[src/rtl/adder_seq_pkg.sv]
// Shared constants and state type for the adder operand sequencer.
package adder_seq_pkg;

    localparam int WIDTH_DEFAULT = 8;

    typedef enum logic [1:0] {
        S_A   = 2'd0,
        S_B   = 2'd1,
        S_ADD = 2'd2,
        S_RES = 2'd3
    } state_t;

endpackage

[src/rtl/adder_operand_sequencer.sv]
// Loads A then B from a shared byte bus, holds them for the external adder, captures {cout,sum}.
// Latency: B accepted at edge N -> res_valid sampled high at edge N+2; result held until res_ready.
module adder_operand_sequencer
    import adder_seq_pkg::*;
#(
    parameter int WIDTH = WIDTH_DEFAULT
) (
    input  logic             clk,
    input  logic             rst,
    input  logic [WIDTH-1:0] in_data,
    input  logic             in_valid,
    output logic             in_ready,
    input  logic             acc_mode,
    output logic [WIDTH-1:0] op_a,
    output logic [WIDTH-1:0] op_b,
    input  logic [WIDTH-1:0] sum_in,
    input  logic             cout_in,
    output logic [WIDTH-1:0] res_sum,
    output logic             res_cout,
    output logic             res_valid,
    input  logic             res_ready
);

    state_t           state_q, state_d;
    logic [WIDTH-1:0] op_a_q, op_a_d;
    logic [WIDTH-1:0] op_b_q, op_b_d;
    logic [WIDTH-1:0] res_sum_q, res_sum_d;
    logic             res_cout_q, res_cout_d;

    always_comb begin
        state_d    = state_q;
        op_a_d     = op_a_q;
        op_b_d     = op_b_q;
        res_sum_d  = res_sum_q;
        res_cout_d = res_cout_q;
        case (state_q)
            S_A: begin
                if (in_valid) begin
                    op_a_d  = in_data;
                    state_d = S_B;
                end
            end
            S_B: begin
                if (in_valid) begin
                    op_b_d  = in_data;
                    state_d = S_ADD;
                end
            end
            S_ADD: begin
                res_sum_d  = sum_in;
                res_cout_d = cout_in;
                state_d    = S_RES;
            end
            S_RES: begin
                // Accumulate reloads A with the sum only; the carry lives on in res_cout.
                if (res_ready) begin
                    if (acc_mode) begin
                        op_a_d  = res_sum_q;
                        state_d = S_B;
                    end else begin
                        state_d = S_A;
                    end
                end
            end
            default: state_d = S_A;
        endcase
    end

    always_ff @(posedge clk) begin
        if (rst) begin
            state_q    <= S_A;
            op_a_q     <= '0;
            op_b_q     <= '0;
            res_sum_q  <= '0;
            res_cout_q <= 1'b0;
        end else begin
            state_q    <= state_d;
            op_a_q     <= op_a_d;
            op_b_q     <= op_b_d;
            res_sum_q  <= res_sum_d;
            res_cout_q <= res_cout_d;
        end
    end

    // Handshake outputs decode from state only, so no input reaches them combinationally.
    assign in_ready  = (state_q == S_A) || (state_q == S_B);
    assign res_valid = (state_q == S_RES);
    assign op_a      = op_a_q;
    assign op_b      = op_b_q;
    assign res_sum   = res_sum_q;
    assign res_cout  = res_cout_q;

endmodule

[config.mk]
export PLATFORM = sky130hd
export DESIGN_NAME = adder_operand_sequencer
export DESIGN_NICKNAME = d
export VERILOG_FILES = /design/src/rtl/adder_seq_pkg.sv /design/src/rtl/adder_operand_sequencer.sv
export SDC_FILE = /design/constraint.sdc
export NUM_CORES = 1
export LEC_CHECK = 0
export ABC_AREA = 1
export BUFFER_PORTS_ARGS = -buffer_cell sky130_fd_sc_hd__buf_4
export CAP_MARGIN = 20
export CORE_MARGIN = 2
export CORE_UTILIZATION = 40
export CTS_BUF_LIST = sky130_fd_sc_hd__clkbuf_8
export DETAILED_ROUTE_END_ITERATION = 8
export GPL_ROUTABILITY_DRIVEN = 1
export PLACE_DENSITY = 0.68
export SLEW_MARGIN = 20
export SYNTH_ARGS = -nofsm -noshare
export SYNTH_HDL_FRONTEND = slang
export SYNTH_SLANG_ARGS = --single-unit
[constraint.sdc]
create_clock -name clk -period 1.6 [get_ports clk]
set_input_delay 0.16 -clock clk [delete_from_list [all_inputs] [get_ports clk]]
set_output_delay 0.16 -clock clk [all_outputs]
set_load 0.005 [all_outputs]
Yosys cells after proc, flatten, opt, wreduce, memory -nomap -nowiden
Cells that the tools add are included.

Bits in registers: 27. Word-level logic and storage cells: 27.

Eq/ne operators: 7. Mux-type cells: 9. Reduce and logical (&&, ||, !) cells: 6.

Operator list (count): $mux 8 (3); $pmux 8 s2 (1); $pmux 2 s4 (1); $mux 2 (3); $ne 2x2->1 const B (3); $eq 2x2->1 const B (2); $reduce_and 4->1 (1); $reduce_and 3->1 (1); $eq 2x1->1 const B (1); $logic_not 2->1 (1); $ne 2x1->1 const B (1); $reduce_and 2->1 (1); $reduce_bool 2->1 (1); $logic_or 1x1->1 (1); $mux 1 (1).

Longest topological paths before layout
Depth after elaboration: 3. Depth in mapped cells: 8. Depth with buffers taken out: 8.

Worst setup path before layout
No wires, ideal clock.

Kind: register to register. Start point: register state_q[0]. End point: register op_a_q[0], in the netlist op_a[0]. Library setup time: 113 ps. Arrival: 1166 ps. Data required time: 1487 ps. Setup slack: 321 ps. Stages on the path, launching flop included: 9. Period minus slack after synthesis: 1279 ps. Cell sequence: dfxtp_1 inv_1 ha_1 inv_1 nor2_1 nor2_1 nor2_4 nor2_1 nor2_1.

Cells in the longest elaborated chain, start to end: 3.

RTL lines: from (decl) (RTL line adder_operand_sequencer.sv:24) `state_t state_q, state_d;`; from (signal assigned) (RTL line adder_operand_sequencer.sv:77) `state_q <= state_d;`; $eq 2x2->1 or $logic_not 2->1 (tied branches) (RTL line adder_operand_sequencer.sv:36) `case (state_q)`; $ne 2x2->1 (no source line) (tied with other cells); $reduce_and 4->1 (no source line); to (signal assigned) (RTL line adder_operand_sequencer.sv:78) `op_a_q <= op_a_d;`; to (decl) (RTL line adder_operand_sequencer.sv:25) `logic [WIDTH-1:0] op_a_q, op_a_d;`.

Parallel ways exist; a longest one is shown, timed or not. A chain may end at the register's enable or synchronous reset.

Worst setup path after layout
Start point: register state_q[0]. End point: output port in_ready.

Cells in the longest elaborated chain, start to end: 2.

RTL lines: $eq 2x1->1 or $logic_not 2->1 (tied branches) (RTL line adder_operand_sequencer.sv:86) `assign in_ready = (state_q == S_A) || (state_q == S_B);`; $logic_or 1x1->1 (*) (RTL line adder_operand_sequencer.sv:86); to (decl) (RTL line adder_operand_sequencer.sv:12) `output logic in_ready,`.

Every way passes the cells marked *; elsewhere a longest branch is shown, timed or not.

==> results_tabular.tex <==
\begin{tabular}{lr}
\hline
Metric & Value \\
\hline
\multicolumn{2}{l}{\textbf{Outcome}} \\
Outcome & complete, no violations \\
\multicolumn{2}{l}{\textbf{Global route}} \\
Initial antenna violation count & 0 \\
Global Route met2 Usage & 28.1\% \\
Number of global-route vias before repair & 1132 \\
Largest net degree at the start of global routing & 27 \\
Overflow after GRT & 0 \\
Met1 track demand over resource in global routing & 21.6\% \\
Most crowded layer after global routing & met2 \\
Global-route wire length before repair & 4.70 mm \\
Overall routing resource usage & 16.7\% \\
Met3 layer usage reported by global route & 4.05\% \\
\multicolumn{2}{l}{\textbf{Synthesis}} \\
Gate Count Post-Synth & 186 \\
Post-synth net total & 212 \\
Number of distinct library cells after synthesis & 17 \\
Share of the yosys chip area belonging to registers & 42.6\% \\
Cell taking the most area after synthesis & sky130\_fd\_sc\_hd\_\_dfxtp\_1 \\
Leading cell types by total area after synthesis & sky130\_fd\_sc\_hd\_\_dfxtp\_1 43\%, sky130\_fd\_sc\_hd\_\_nor2\_1 16\%, sky130\_fd\_sc\_hd\_\_inv\_1 7.4\% \\
Number of storage elements in the synthesis netlist & 27 \\
Netlist area before placement & 0.00127 mm\^{}2 \\
Warnings from Yosys & 0 \\
Top-area cell type share of the netlist area & 42.6\% \\
Mean instance size in the synthesized netlist & 6.83 um\^{}2 \\
\multicolumn{2}{l}{\textbf{Power and ir drop}} \\
Share of power burned in the clock network & 14.7\% \\
Int Power & 1.64 mW \\
Combinational share of power & 45.0\% \\
Power per standard cell area & 1480 mW/mm\^{}2 \\
Net Sw Frac & 36.4\% \\
Sequential share of power & 40.4\% \\
Standby leakage power & 0.986 nW \\
Worst vdd ir & 0.807 mV \\
Switching power total & 0.939 mW \\
\multicolumn{2}{l}{\textbf{Drt}} \\
Remaining number of nets flagged by the antenna check after routing & 0 \\
Routed via count & 1228 \\
Number of detailed-route iterations in the first pass & 4 \\
Iteration-0 DRC Markers & 24 \\
Post-DR wirelength/cell & 9.88 um \\
DR DRC count & 0 \\
Average vias per placed instance & 4.39 \\
Wire length reported by the detailed router & 2.77 mm \\
\multicolumn{2}{l}{\textbf{Timing}} \\
Portion of the clock cycle consumed by the worst path in the final layout & 94.6\% \\
Final Skew & 0.00106 ns \\
Max-slew violation total from the final report & 0 \\
Sum Neg Setup Slack & 0 ns \\
Slew Limit Headroom & 75.4\% \\
Shortest clock period the worst path allows after layout & 1.51 ns \\
Final count of negative-setup-slack endpoints & 0 \\
Final hold viol count & 0 \\
Maximum achievable frequency & 0.661 GHz \\
Worst Tran Pin Value & 0.369 ns \\
Unrepaired setup endpoints after global routing & false \\
\multicolumn{2}{l}{\textbf{Floorplanning}} \\
\# rows & 20 \\
Count of boundary I/O pins & 49 \\
Vertical extent of the die & 60.3 um \\
Starting density of the core & 41.9\% \\
Core ar. & 0.00303 mm\^{}2 \\
Area of the die & 0.00364 mm\^{}2 \\
Horizontal extent of the die & 60.3 um \\
\multicolumn{2}{l}{\textbf{Clocking}} \\
CTS tree & yes \\
Clock slew at reported path FFs & 0.09 ns \\
Worst-skew pair later-pin latency & 0.27 ns \\
Maximum buffer depth of the clock tree & 2 \\
Number of sinks on the clock net & 27 \\
Clock tree root buffer cell & sky130\_fd\_sc\_hd\_\_clkbuf\_8 \\
Number of buffers created by CTS & 3 \\
Number of H-tree branching levels & 1 \\
\# hold bufs at CTS & 0 \\
Post-cts sizing count & 0 \\
Post-CTS Repair Setup Buffers & 0 \\
\multicolumn{2}{l}{\textbf{Critical path}} \\
Reg2Reg Depth & 8 \\
Number of buffer and inverter stages on the critical path & 2 \\
Critical path cell sequence & inv\_1 > ha\_1 > or2\_2 > buf\_4 \\
Required time of the worst setup path & 1.44 ns \\
Highest cell delay on the worst timing path & 0.37 ns \\
Type of origin of the critical path & flip-flop \\
Crit path max-delay family & flip-flops \\
Flop2flop setup slack & 0.26 ns \\
Signal arrival time at the worst endpoint & 1.35 ns \\
R2R Path End & op\_a[2] \\
Maximum fanout along the worst path & 5 \\
Critical Path Stages & 4 \\
Worst reg2reg path startpoint & state\_q[0] \\
Termination of the worst setup path & in\_ready \\
Worst setup path class & flip-flop to output port \\
Critical-path cell with the highest stage delay & sky130\_fd\_sc\_hd\_\_dfxtp\_2 \\
CP startpoint & state\_q[0] \\
Kind of capture point of the worst setup path & output port \\
\multicolumn{2}{l}{\textbf{Final layout}} \\
Total non-filler cell area in the finished layout & 0.00174 mm\^{}2 \\
Layout net count & 263 \\
Share of post-route cells with drive strength above 1 & 26.7\% \\
Diode insertion count for antenna repair & 0 \\
Count of filler cells inserted in the layout & 315 \\
Layout-stage area growth over the synthesis result & 37.0\% \\
Final cell count without fillers & 280 \\
\multicolumn{2}{l}{\textbf{Placed design}} \\
Count of buffers from port buffering & 48 \\
Cell Area, Placed & 0.00169 mm\^{}2 \\
DPL Wire Length & 2.18 mm \\
Dpl cells & 276 \\
GP Congestion & 0.748 \\
\multicolumn{2}{l}{\textbf{Flow run}} \\
Total of max-cap violations & 0 \\
\multicolumn{2}{l}{\textbf{Hold path}} \\
Hold WC Path Type & input port to flip-flop \\
Worst hold path stage count & 2 \\
\hline
\end{tabular}
==> how the worst min path moves through the flow <==
stage	slack, ns	start	endpoint
after global routing	0.04	rst	state_q[0]
final	0.03	rst	state_q[0]
after detailed placement	0.33	rst	state_q[0]
after CTS	0.03	rst	state_q[0]
after floorplan	0.23	rst	state_q[0]
after global placement	0.33	rst	state_q[0]
==> kinds of logic after synthesis <==
family                     after synthesis  synth area share (%)
AOI/OAI and AO/OA                       28                  11.9
adders and majority gates                4                  3.94
buffers and inverters                   33                  10.7
DFF                                     27                  42.6
and+or+nand+nor                         94                  30.8
==> synth_stat cells (all sizes together) <==
library cell / n
nor2: 56
dfxtp: 27
inv: 26
nand2: 26
o21ai: 19
nand3: 11
a21oi: 9
buf: 5
ha: 4
clkbuf: 1
clkinv: 1
or2: 1
==> cells in the final DEF, fill, tap and decap left out <==
master                     count
sky130_fd_sc_hd__dfxtp_1      25
sky130_fd_sc_hd__inv_2         1
sky130_fd_sc_hd__dfxtp_2       2
sky130_fd_sc_hd__nand2_4       2
sky130_fd_sc_hd__nor2_1       55
sky130_fd_sc_hd__ha_1          4
sky130_fd_sc_hd__nand2_1      24
sky130_fd_sc_hd__inv_1        26
sky130_fd_sc_hd__nor2_4        1
sky130_fd_sc_hd__clkinv_1      1
sky130_fd_sc_hd__buf_4        51
sky130_fd_sc_hd__clkbuf_8      3
sky130_fd_sc_hd__o21ai_0      18
sky130_fd_sc_hd__a21oi_1       9
sky130_fd_sc_hd__nand3_1      11
sky130_fd_sc_hd__o21ai_4       1
sky130_fd_sc_hd__or2_2         1
sky130_fd_sc_hd__buf_12        1
==> layout make-up <==
cell class	count	area, um^2	area share (%)
multi-input combinational	126	593	34.1
clock inverter	1	3.75	0.216
sequential	27	543	31.2
timing repair buffer	52	403	23.1
tap	44	55.1	3.16
inverter	27	101	5.82
clock buffer	3	41.3	2.37
==> state kept, by name, summed over array words and instances, names as in the netlist <==
signal and cells:
op_a 8, op_b 8, res_cout 1, res_sum 8, state_q 2
==> routing by layer <==
| layer | part of all wire, % | routed length (um) | vias up |
|---|---|---|---|
| li1 | - | - | 667 |
| met1 | 47 | 1290 | 519 |
| met2 | 46 | 1260 | 39 |
| met3 | 6.9 | 192 | 3 |
| met4 | 0.80 | 22 | 0 |
| met5 | 0 | 0 | - |
==> stage by stage <==
step	hold WS, ns	setup WS (ns)	utilization, %	power [mW]
floorplan	0.229	0.321	-	1.70
global placement	0.325	0.248	55.9	2.21
detailed placement	0.331	0.189	55.9	2.23
CTS	0.0326	0.00662	57.4	2.62
global route	0.0381	0.0169	57.5	2.82
finish	0.0307	0.0865	57.5	2.58
==> power by group through the flow <==
| stage | Sequential, mW | Clock [mW] | Combinational (mW) |
|---|---|---|---|
| after detailed placement | 1.06 | 0 | 1.18 |
| after global routing | 1.07 | 0.409 | 1.34 |
| after CTS | 1.04 | 0.393 | 1.18 |
| after floorplan | 1.05 | 0 | 0.648 |
| after global placement | 1.05 | 0 | 1.16 |
| final | 1.04 | 0.379 | 1.16 |
No activity file was read; power rests on OpenSTA's default activity.
